**src/rtl/fence_arbiter_pkg.sv**
```systemverilog
// Shared state encoding, widths and helpers for the fence-engine arbiter.
package fence_arbiter_pkg;

    typedef enum logic [1:0] {
        ST_IDLE = 2'd0,
        ST_LOAD = 2'd1,
        ST_RUN  = 2'd2,
        ST_GAP  = 2'd3
    } state_t;

    localparam int COORD_W  = 8;
    localparam int NPTS_DEF = 6;
    localparam int IDX_W    = 3;

    // Successor of idx modulo n.
    function automatic logic [IDX_W-1:0] next_idx(input logic [IDX_W-1:0] idx, input int n);
        return (int'(idx) >= n - 1) ? '0 : idx + IDX_W'(1);
    endfunction

endpackage

```
**src/rtl/fence_arbiter_rr_pick.sv**
```systemverilog
// Combinational round-robin picker: first requester found searching from last+1.
module rr_pick
    import fence_arbiter_pkg::*;
#(
    parameter int NREQ = 4
) (
    input  logic [NREQ-1:0]  i_req,
    input  logic [IDX_W-1:0] i_last,
    output logic [IDX_W-1:0] o_idx,
    output logic             o_found
);

    logic [IDX_W-1:0]  w_start;
    logic [2*NREQ-1:0] w_dbl;
    logic [NREQ-1:0]   w_rot;

    // Rotate so that bit 0 is the requester right after the last owner.
    assign w_start = next_idx(i_last, NREQ);
    assign w_dbl   = {i_req, i_req};
    assign w_rot   = NREQ'(w_dbl >> w_start);

    always_comb begin
        o_idx   = '0;
        o_found = 1'b0;
        for (int k = 0; k < NREQ; k++) begin
            if (!o_found && w_rot[k]) begin
                o_found = 1'b1;
                o_idx   = IDX_W'((int'(w_start) + k) % NREQ);
            end
        end
    end

endmodule

```
**src/rtl/fence_arbiter.sv**
```systemverilog
// Round-robin owner of the fence-sorting engine: loads one requester's points,
// returns the engine's answer beats tagged with the owner id, aborts on a silent engine.
module fence_arbiter
    import fence_arbiter_pkg::*;
#(
    parameter int NREQ    = 4,
    parameter int NPTS    = NPTS_DEF,
    parameter int TIMEOUT = 64
) (
    input  logic                      i_clk,
    input  logic                      i_reset,
    input  logic [NREQ-1:0]           i_req,
    input  logic [NREQ-1:0]           i_req_valid,
    input  logic [NREQ*COORD_W-1:0]   i_req_x,
    input  logic [NREQ*COORD_W-1:0]   i_req_y,
    output logic [NREQ-1:0]           o_grant,
    output logic                      o_busy,
    output logic                      o_eng_give_valid,
    output logic [COORD_W-1:0]        o_eng_dataX,
    output logic [COORD_W-1:0]        o_eng_dataY,
    output logic                      o_eng_reset,
    input  logic [COORD_W-1:0]        i_eng_ansX,
    input  logic [COORD_W-1:0]        i_eng_ansY,
    input  logic                      i_eng_out_valid,
    output logic                      o_resp_valid,
    output logic [COORD_W-1:0]        o_resp_x,
    output logic [COORD_W-1:0]        o_resp_y,
    output logic [IDX_W-1:0]          o_resp_id,
    output logic                      o_resp_last,
    output logic                      o_timeout_err
);

    localparam int CNT_W = 3;
    localparam int WD_W  = $clog2(TIMEOUT + 1);

    state_t             r_state;
    logic [NREQ-1:0]    r_grant;
    logic [IDX_W-1:0]   r_last;
    logic [CNT_W-1:0]   r_cnt;
    logic [WD_W-1:0]    r_wdog;
    logic               r_resp_valid;
    logic [COORD_W-1:0] r_resp_x;
    logic [COORD_W-1:0] r_resp_y;
    logic [IDX_W-1:0]   r_resp_id;
    logic               r_resp_last;
    logic               r_eng_reset;
    logic               r_timeout_err;

    logic [IDX_W-1:0]   w_pick_idx;
    logic               w_pick_found;
    logic               w_load;
    logic               w_own_vld;
    logic [COORD_W-1:0] w_own_x;
    logic [COORD_W-1:0] w_own_y;

    rr_pick #(.NREQ(NREQ)) u_pick (
        .i_req   (i_req),
        .i_last  (r_last),
        .o_idx   (w_pick_idx),
        .o_found (w_pick_found)
    );

    // Grant is one-hot, so masking selects the owner's lane without an index mux.
    always_comb begin
        w_own_vld = |(i_req_valid & r_grant);
        w_own_x   = '0;
        w_own_y   = '0;
        for (int i = 0; i < NREQ; i++) begin
            if (r_grant[i]) begin
                w_own_x |= i_req_x[i*COORD_W +: COORD_W];
                w_own_y |= i_req_y[i*COORD_W +: COORD_W];
            end
        end
    end

    assign w_load           = (r_state == ST_LOAD);
    assign o_eng_give_valid = w_load && w_own_vld;
    assign o_eng_dataX      = w_load ? w_own_x : '0;
    assign o_eng_dataY      = w_load ? w_own_y : '0;

    assign o_busy        = (r_state != ST_IDLE);
    assign o_grant       = r_grant;
    assign o_resp_valid  = r_resp_valid;
    assign o_resp_x      = r_resp_x;
    assign o_resp_y      = r_resp_y;
    assign o_resp_id     = r_resp_id;
    assign o_resp_last   = r_resp_last;
    assign o_eng_reset   = r_eng_reset;
    assign o_timeout_err = r_timeout_err;

    always_ff @(posedge i_clk or posedge i_reset) begin
        if (i_reset) begin
            r_state       <= ST_IDLE;
            r_grant       <= '0;
            r_last        <= IDX_W'(NREQ - 1);
            r_cnt         <= '0;
            r_wdog        <= '0;
            r_resp_valid  <= 1'b0;
            r_resp_x      <= '0;
            r_resp_y      <= '0;
            r_resp_id     <= '0;
            r_resp_last   <= 1'b0;
            r_eng_reset   <= 1'b0;
            r_timeout_err <= 1'b0;
        end else begin
            r_resp_valid  <= 1'b0;
            r_resp_last   <= 1'b0;
            r_eng_reset   <= 1'b0;
            r_timeout_err <= 1'b0;
            case (r_state)
                ST_IDLE: begin
                    if (w_pick_found) begin
                        r_grant <= NREQ'(1) << w_pick_idx;
                        r_last  <= w_pick_idx;
                        r_cnt   <= '0;
                        r_state <= ST_LOAD;
                    end
                end
                ST_LOAD: begin
                    if (o_eng_give_valid) begin
                        if (r_cnt == CNT_W'(NPTS - 1)) begin
                            r_cnt   <= '0;
                            r_wdog  <= '0;
                            r_state <= ST_RUN;
                        end else begin
                            r_cnt <= r_cnt + CNT_W'(1);
                        end
                    end
                end
                ST_RUN: begin
                    if (i_eng_out_valid) begin
                        r_resp_valid <= 1'b1;
                        r_resp_x     <= i_eng_ansX;
                        r_resp_y     <= i_eng_ansY;
                        r_resp_id    <= r_last;
                        r_wdog       <= '0;
                        if (r_cnt == CNT_W'(NPTS - 1)) begin
                            r_resp_last <= 1'b1;
                            r_cnt       <= '0;
                            r_grant     <= '0;
                            r_state     <= ST_GAP;
                        end else begin
                            r_cnt <= r_cnt + CNT_W'(1);
                        end
                    end else if (r_wdog == WD_W'(TIMEOUT - 1)) begin
                        // Engine went silent: clear it and give the slot back.
                        r_eng_reset   <= 1'b1;
                        r_timeout_err <= 1'b1;
                        r_grant       <= '0;
                        r_cnt         <= '0;
                        r_wdog        <= '0;
                        r_state       <= ST_IDLE;
                    end else begin
                        r_wdog <= r_wdog + WD_W'(1);
                    end
                end
                ST_GAP: begin
                    r_state <= ST_IDLE;
                end
                default: begin
                    r_state <= ST_IDLE;
                end
            endcase
        end
    end

endmodule
```
**config.mk**
```make
export PLATFORM = sky130hd
export DESIGN_NAME = fence_arbiter
export DESIGN_NICKNAME = d
export VERILOG_FILES = /design/src/rtl/fence_arbiter_pkg.sv /design/src/rtl/fence_arbiter_rr_pick.sv /design/src/rtl/fence_arbiter.sv
export SDC_FILE = /design/constraint.sdc
export NUM_CORES = 1
export LEC_CHECK = 0
export BUFFER_PORTS_ARGS = -buffer_cell sky130_fd_sc_hd__buf_2
export CORE_UTILIZATION = 48
export CTS_CLUSTER_DIAMETER = 60
export CTS_CLUSTER_SIZE = 25
export DETAILED_ROUTE_END_ITERATION = 6
export PLACE_DENSITY = 0.92
export SLEW_MARGIN = 10
export SYNTH_ARGS = -nofsm -noshare
export SYNTH_HDL_FRONTEND = slang
export SYNTH_SLANG_ARGS = --single-unit
```
**constraint.sdc**
```tcl
create_clock -name i_clk -period 5.3 [get_ports i_clk]
set_clock_uncertainty 0.1 [all_clocks]
set_input_delay 0.795 -clock i_clk [delete_from_list [all_inputs] [get_ports i_clk]]
set_output_delay 0.795 -clock i_clk [all_outputs]
set_load 0.005 [all_outputs]
```
==> insert_results.sql, run 1 <==
INSERT INTO impl_metrics (metric_group, metric, value, unit) VALUES
('run_status', 'run_status', 'finished clean', ''),
('cts', 'insertion_delay', '300', 'ps'),
('critical_path', 'cp_class', 'reg2out', ''),
('route', 'met3_wirelength', '484', 'um'),
('placed_design', 'place_hpwl', '4.86', 'mm'),
('cts', 'cts-buffers-inserted', '5', ''),
('sta', 'timing.final.max_slew_violations', '0', ''),
('logic_synthesis', 'synth_cell_types', '52', ''),
('finish', 'layout.nets', '449', ''),
('critical_path', 'cp_top_family', 'buffers and inverters', ''),
('route', 'drt_iter0_drc', '122', ''),
('cts', 'cts-resized-gates', '0', ''),
('floorplanning', 'floorplan.rows', '25', ''),
('logic_synthesis', 'syn_area', '0.00239', 'mm2'),
('sta', 'final.setup.tns', '0', 'ps'),
('global_routing', 'grt_util_all_layers', '24.7', '%'),
('logic_synthesis', 'yosys_register_bits', '39', ''),
('sta', 'fmax', '0.360', 'GHz'),
('logic_synthesis', 'netlist.area_leader.share', '38.8', '%'),
('critical_path', 'worst_r2r_startpoint', 'r_state[0]', ''),
('cts', 'cts_tree', 'yes', ''),
('route', 'first_pass_iteration_count_of_the_detailed_router', '4', ''),
('global_routing', 'grt_overflow', '0', ''),
('critical_path', 'critical_path_peak_fanout', '25', ''),
('route', 'drt-wirelength-per-cell', '15.4', 'um'),
('floorplanning', 'die_height', '72.5', 'um'),
('sta', 'setup-violations-final', '0', ''),
('logic_synthesis', 'gate_count_after_technology_mapping', '224', ''),
('critical_path', 'startpoint_class_of_the_critical_path', 'flip-flop', ''),
('finish', 'antenna_cells', '0', ''),
('floorplanning', 'floorplan.io_pins', '136', ''),
('sta', 'max_slew_margin', '51.5', '%'),
('critical_path', 'cp_num_buf_inv', '3', ''),
('critical_path', 'worst_r2r_path_depth', '6', ''),
('min_path', 'holdCritStartpoint', 'o_resp_x[0]', ''),
('cts', 'cts.sink_count', '39', ''),
('route', 'finalWirelength', '6.46', 'mm'),
('cts', 'cts.reportedPaths.clkPinSlew', '70', 'ps'),
('critical_path', 'crit_chain', 'inv_1, ha_1, inv_1, a21oi_1, buf_2', ''),
('sta', 'hold_violations', '0', ''),
('min_path', 'min_path_cells', '1', ''),
('floorplanning', 'die-width', '72.5', 'um'),
('finish', 'postLayoutCoreUtil', '67.2', '%'),
('sta', 'worst_slew_pin_slew', '727', 'ps'),
('sta', 'shortest_clock_period_the_worst_path_allows_after_layout', '2770', 'ps'),
('flow_run', 'maxCapViolations', '0', ''),
('logic_synthesis', 'synth.net_count', '322', ''),
('logic_synthesis', 'synth_async_sr_flop_share', '100', '%'),
('global_routing', 'grt_max_degree', '40', ''),
('route', 'drc', '0', ''),
('critical_path', 'cpMostUsedCell', 'inv_1', ''),
('power_and_ir_drop', 'post-layout-total-power', '1.58', 'mW'),
('critical_path', 'r2r-end', 'r_cnt[0]', ''),
('logic_synthesis', 'synth_warnings', '0', ''),
('min_path', 'worst_case_hold_path_end_point', 'o_resp_x[0]', ''),
('power_and_ir_drop', 'max_rail_drop_vdd', '0.000296', 'V'),
('cts', 'cts.hold.buffers_added', '0', ''),
('critical_path', 'required', '4410', 'ps'),
('critical_path', 'cp_slowest_stage_delay', '550', 'ps'),
('floorplanning', 'core_region_area', '0.00475', 'mm2'),
('route', 'dr_vias', '2366', ''),
('route', 'drtAntennaViolNets', '0', ''),
('critical_path', 'r2r_slack', '2870', 'ps'),
('route', 'drt-vias-per-instance', '5.65', ''),
('finish', 'syn2layout_area_growth', '33.7', '%'),
('sta', 'final_critical_path_setup_slack', '2530', 'ps'),
('sta', 'period_share', '52.3', '%'),
('critical_path', 'worst_setup_path_end_kind', 'output pin', ''),
('power_and_ir_drop', 'leakagePower', '1.55', 'nW'),
('logic_synthesis', 'synth_top_flop_cell', 'dfrtp_1', ''),
('global_routing', 'grt_pass1_wl', '9.97', 'mm');
## worst max path at each step
stage	slack, ps	from	endpoint	cells after the start
after floorplan	2960	r_state[1]	o_eng_dataX[4]	6
after global placement	2890	r_state[1]	o_eng_dataX[2]	5
after detailed placement	2840	r_state[1]	o_eng_dataX[1]	5
after CTS	2500	r_state[1]	o_eng_dataX[1]	5
after global routing	2370	r_state[1]	o_eng_dataX[2]	5
final	2530	r_state[1]	o_eng_dataX[1]	5
## sequential cells by signal, indices dropped and copies added (netlist names), 2 cells and up
name,flops
o_resp_id,2
o_grant,4
o_resp_x,8
r_cnt,3
r_state,2
r_last,2
r_wdog,7
o_resp_y,8
## Yosys cell counts, drive strengths merged (2+ instances only)
cell type and instances:
mux2i 4, and3 2, clkbuf 5, nor2 6, dfstp 2, nor4b 2
buf 10, a21oi 20, nor2b 4, o2bb2ai 2, o41ai 2, inv 8
nand2b 4, o2111ai 2, o221ai 2, mux2 20, o21ai 7, nand3 3
nand2 9, o211ai 3, a22oi 34, a21boi 2, nor3b 2, dfrtp 37
a32o 6, ha 7
## layer usage
metal  GRT usage (%)  up-vias
li1                -     1118
met1            27.6     1124
met2            44.0      110
met3            7.08       14
met4            10.2        0
met5               0        -
## worst reg2reg max path: cells and delay by family, from the launching register on
kind            cells  cell delay [ps]
fa+ha+maj           1              470
compound gates      1              200
mux                 1              330
flops               1              430
simple gates        2              660
buf+inv             1              140
## final cells by class
cell class | count | area (um2)
fill | 388 | 1560
multi-input combinational | 162 | 1310
sequential | 39 | 978
timing repair buffer | 135 | 678
tap | 67 | 83.8
clock buffer | 6 | 82.6
clock inverter | 2 | 35.0
inverter | 8 | 30.0
## cells in the final DEF, fill, tap and decap left out, types with 2 or more instances in the layout
master	synthesis	layout
a32o_1	6	6
o21ai_0	7	7
mux2_2	20	20
nor2b_1	4	4
nor4b_1	2	2
o211ai_1	3	3
mux2i_1	3	3
ha_1	7	7
inv_1	7	7
o41ai_2	2	2
and3_1	2	2
a21boi_0	2	2
o221ai_1	2	2
a21oi_1	19	19
nor3b_1	2	2
o2bb2ai_1	2	2
nand2_1	9	9
buf_2	6	134
nand3_1	2	2
dfstp_2	2	2
a22oi_1	34	34
clkbuf_8	0	6
nor2_1	6	6
dfrtp_1	37	37
nand2b_1	3	3
o2111ai_1	2	2
## cells by family (layout without fill, tap and decap cells)
logic type	count (synthesis)	in the layout	synth area share (%)
flip-flops	39	39	41.0
other	1	1	0.157
AND/OR/NAND/NOR	41	41	10.7
buffers and inverters	23	151	4.40
adder cells (fa/ha/maj)	7	7	3.67
multiplexers	24	24	11.6
AO/OA/AOI/OAI	89	89	28.5
## through the flow
step           cell area (um2)  hold WS, ps
2_1_floorplan             2390          382
3_3_place_gp              3080          384
3_5_place_dp              3080          390
4_1_cts                   3190          412
5_1_grt                   3190          422
6_report                  3190          407
## report_power, final
group | switching [mW] | internal, mW | leakage [nW]
sequential | 0.113 | 0.410 | 0.492
clock | 0.107 | 0.152 | 0.0612
combinational | 0.403 | 0.400 | 0.996
total | 0.622 | 0.963 | 1.55
No activity file was read; power rests on OpenSTA's default activity.
==> inputs of run 2 (changes only) <==
--- a/config.mk
+++ b/config.mk
@@ -6,11 +6,11 @@
 export NUM_CORES = 1
 export LEC_CHECK = 0
 export BUFFER_PORTS_ARGS = -buffer_cell sky130_fd_sc_hd__buf_2
-export CORE_UTILIZATION = 48
+export CORE_UTILIZATION = 44
 export CTS_CLUSTER_DIAMETER = 60
 export CTS_CLUSTER_SIZE = 25
 export DETAILED_ROUTE_END_ITERATION = 6
-export PLACE_DENSITY = 0.92
+export PLACE_DENSITY = 0.86
 export SLEW_MARGIN = 10
 export SYNTH_ARGS = -nofsm -noshare
 export SYNTH_HDL_FRONTEND = slang
==> constraint.sdc (replaced) <==
create_clock -name i_clk -period 2.6 [get_ports i_clk]
set_clock_uncertainty 0.1 [all_clocks]
set_input_delay 0.39 -clock i_clk [delete_from_list [all_inputs] [get_ports i_clk]]
set_output_delay 0.39 -clock i_clk [all_outputs]
set_load 0.005 [all_outputs]
==> run 2 against run 1 <==
Total power up 110%. Register-to-register slack worse by 2500 ps. Combinational power up 110%. Sequential share of layout area down 0.50 points. Worst setup slack worse by 2300 ps. Via count up 0.89%.
==> insert_results.sql, run 2 (synthesized netlist as in run 1, its figures left out) <==
INSERT INTO impl_metrics (metric_group, metric, value, unit) VALUES
('run_status', 'run_status', 'finished clean', ''),
('critical_path', 'worstPathArrival', '1890', 'ps'),
('critical_path', 'r2r-end', 'r_cnt[0]', ''),
('critical_path', 'cpMostUsedCell', 'inv_1', ''),
('finish', 'syn2layout_area_growth', '35.9', '%'),
('sta', 'period_share', '91.6', '%'),
('sta', 'final.setup.tns', '0', 'ps'),
('critical_path', 'cp_top_family', 'buffers and inverters', ''),
('global_routing', 'grt_overflow', '0', ''),
('finish', 'final_cell_count_without_fillers', '428', ''),
('sta', 'fmax', '0.420', 'GHz'),
('sta', 'shortest_clock_period_the_worst_path_allows_after_layout', '2380', 'ps'),
('cts', 'cts_root_buffer', 'clkbuf_8', ''),
('critical_path', 'cp-endpoint', 'o_eng_dataY[2]', ''),
('finish', 'nFillCells', '442', ''),
('finish', 'sequential_cell_area', '978', 'um2'),
('floorplanning', 'floorplan.io_pins', '136', ''),
('power_and_ir_drop', 'leakagePower', '1.58', 'nW'),
('placed_design', 'place_hpwl', '4.89', 'mm'),
('cts', 'cts-buffers-inserted', '5', ''),
('cts', 'cts.sink_count', '39', ''),
('global_routing', 'grt_max_degree', '40', ''),
('route', 'drt-wirelength-per-cell', '14.8', 'um'),
('cts', 'cts-resized-gates', '0', ''),
('critical_path', 'worst_setup_path_startpoint', 'r_state[1]', ''),
('power_and_ir_drop', 'post-layout-total-power', '3.25', 'mW'),
('floorplanning', 'core_region_area', '0.00517', 'mm2'),
('critical_path', 'worst_r2r_path_depth', '6', ''),
('critical_path', 'critical_path_peak_fanout', '16', ''),
('critical_path', 'r2r_slack', '360', 'ps'),
('power_and_ir_drop', 'max_rail_drop_vdd', '0.000604', 'V'),
('critical_path', 'required', '2110', 'ps'),
('placed_design', 'gpl.final_weighted_congestion', '0.853', ''),
('critical_path', 'worst_path_max_delay_cell', 'dfrtp_1', ''),
('route', 'dr_vias', '2387', ''),
('critical_path', 'startpoint_class_of_the_critical_path', 'flip-flop', ''),
('sta', 'hold_ws', '90.3', 'ps'),
('placed_design', 'io_buffers', '134', ''),
('cts', 'cts_tree', 'yes', ''),
('finish', 'multiInputGateArea', '0.00131', 'mm2'),
('flow_run', 'maxCapViolations', '0', ''),
('min_path', 'hp-class', 'in2async', ''),
('cts', 'cts.hold.buffers_added', '0', ''),
('cts', 'h-tree-depth', '2', ''),
('route', 'drt-vias-per-instance', '5.58', ''),
('finish', 'layout.nets', '455', ''),
('finish', 'finalInstanceArea', '0.00325', 'mm2'),
('route', 'first_pass_iteration_count_of_the_detailed_router', '4', ''),
('floorplanning', 'die_height', '75.7', 'um'),
('floorplanning', 'floorplan.die_area', '0.00573', 'mm2'),
('route', 'finalWirelength', '6.34', 'mm'),
('critical_path', 'cp_num_buf_inv', '4', ''),
('placed_design', 'placed_cells_incl_taps', '420', ''),
('cts', 'cts_setup_buffers', '0', ''),
('finish', 'antenna_cells', '0', ''),
('global_routing', 'antenna_found_initial', '0', ''),
('critical_path', 'cp_slowest_stage_delay', '400', 'ps'),
('sta', 'worst_slew_pin_slew', '509', 'ps'),
('critical_path', 'worst_setup_path_end_kind', 'output pin', ''),
('sta', 'hold_violations', '0', ''),
('floorplanning', 'floorplan.rows', '26', ''),
('route', 'drtAntennaViolNets', '0', ''),
('critical_path', 'path_depth', '6', ''),
('placed_design', 'placed_area', '0.00312', 'mm2'),
('power_and_ir_drop', 'power_density', '1000', 'mW/mm2'),
('route', 'drc', '0', ''),
('cts', 'cts.reportedPaths.clkPinSlew', '80', 'ps'),
('sta', 'setup-violations-final', '0', ''),
('finish', 'drive_gt1_share', '51.4', '%'),
('critical_path', 'cp_class', 'reg2out', ''),
('global_routing', 'grt_util_all_layers', '22.5', '%'),
('cts', 'cts-root-to-sink-buffers', '2', ''),
('floorplanning', 'floorplan.initialDensity', '46.2', '%'),
('sta', 'max_slew_margin', '66.0', '%'),
('finish', 'most_common_cell_after_layout_fill_and_taps_aside', 'buf_2', ''),
('global_routing', 'first_global_vias', '2253', ''),
('critical_path', 'crit_chain', 'inv_1, ha_1, inv_1, buf_4, a21oi_1, buf_2', ''),
('floorplanning', 'die-width', '75.7', 'um'),
('cts', 'insertion_delay', '300', 'ps'),
('finish', 'mostFrequentLayoutCells', '134 x buf_2, 37 x dfrtp_1, 34 x a22oi_1', ''),
('critical_path', 'worst_r2r_startpoint', 'r_state[0]', ''),
('global_routing', 'grt_pass1_wl', '9.63', 'mm'),
('sta', 'timing.final.max_slew_violations', '0', ''),
('sta', 'rsz0062_at_grt', 'false', ''),
('route', 'drt_iter0_drc', '151', '');
[run 2: cell types whose count changed in the layout (fill, tap and decap cells not counted)]
cell      previous run  this run
clkinv_2             1         0
inv_6                0         1
buf_4                1         7
[run 2: worst min-delay path by stage]
stage | cells after the start | to | slack [ps] | startpoint
finish | 3 | o_resp_y[1] | 90 | i_reset
global route | 3 | o_resp_y[1] | 150 | i_reset
CTS | 3 | o_resp_y[1] | 100 | i_reset
detailed placement | 1 | o_resp_y[0] | 390 | o_resp_y[0]
global placement | 1 | o_resp_x[7] | 390 | o_resp_x[7]
floorplan | 1 | o_timeout_err | 380 | r_wdog[6]
[run 2: power breakdown]
group	switching, mW	total (mW)	leakage [nW]	internal, mW
clock network	0.220	0.536	0.0618	0.315
registers	0.177	1.01	0.492	0.838
logic	0.851	1.70	1.03	0.852
total	1.25	3.25	1.58	2.00
[run 2: metrics by stage]
stage               util (%)  setup slack [ps]
global route            62.7              79.4
global placement        60.4               446
detailed placement      60.4               358
CTS                     62.7               230
finish                  62.7               219
floorplan                  -               668
[run 2: final cells by class]
type                    count  area share (%)
clock buffers               6            2.54
clock inverters             2            1.20
inverters                   8           0.925
multi-input cells         162            40.2
flip-flops and latches     39            30.1
well taps                  70            2.70
repair buffers            141            22.3
[run 2: per-layer routing]
metal,share of wire [%],track usage (%),vias to the layer above,routed length (um)
met1,41,24.6,1129,2610
met3,7.3,4.89,11,465
met4,1.5,7.41,0,92
met2,50,43.1,112,3180
li1,-,-,1135,-
met5,0,0,-,0
[run 2: worst min-delay path, stage by stage]
cell	delay, ps
buf_2	90
inv_1	40
buf_4	400
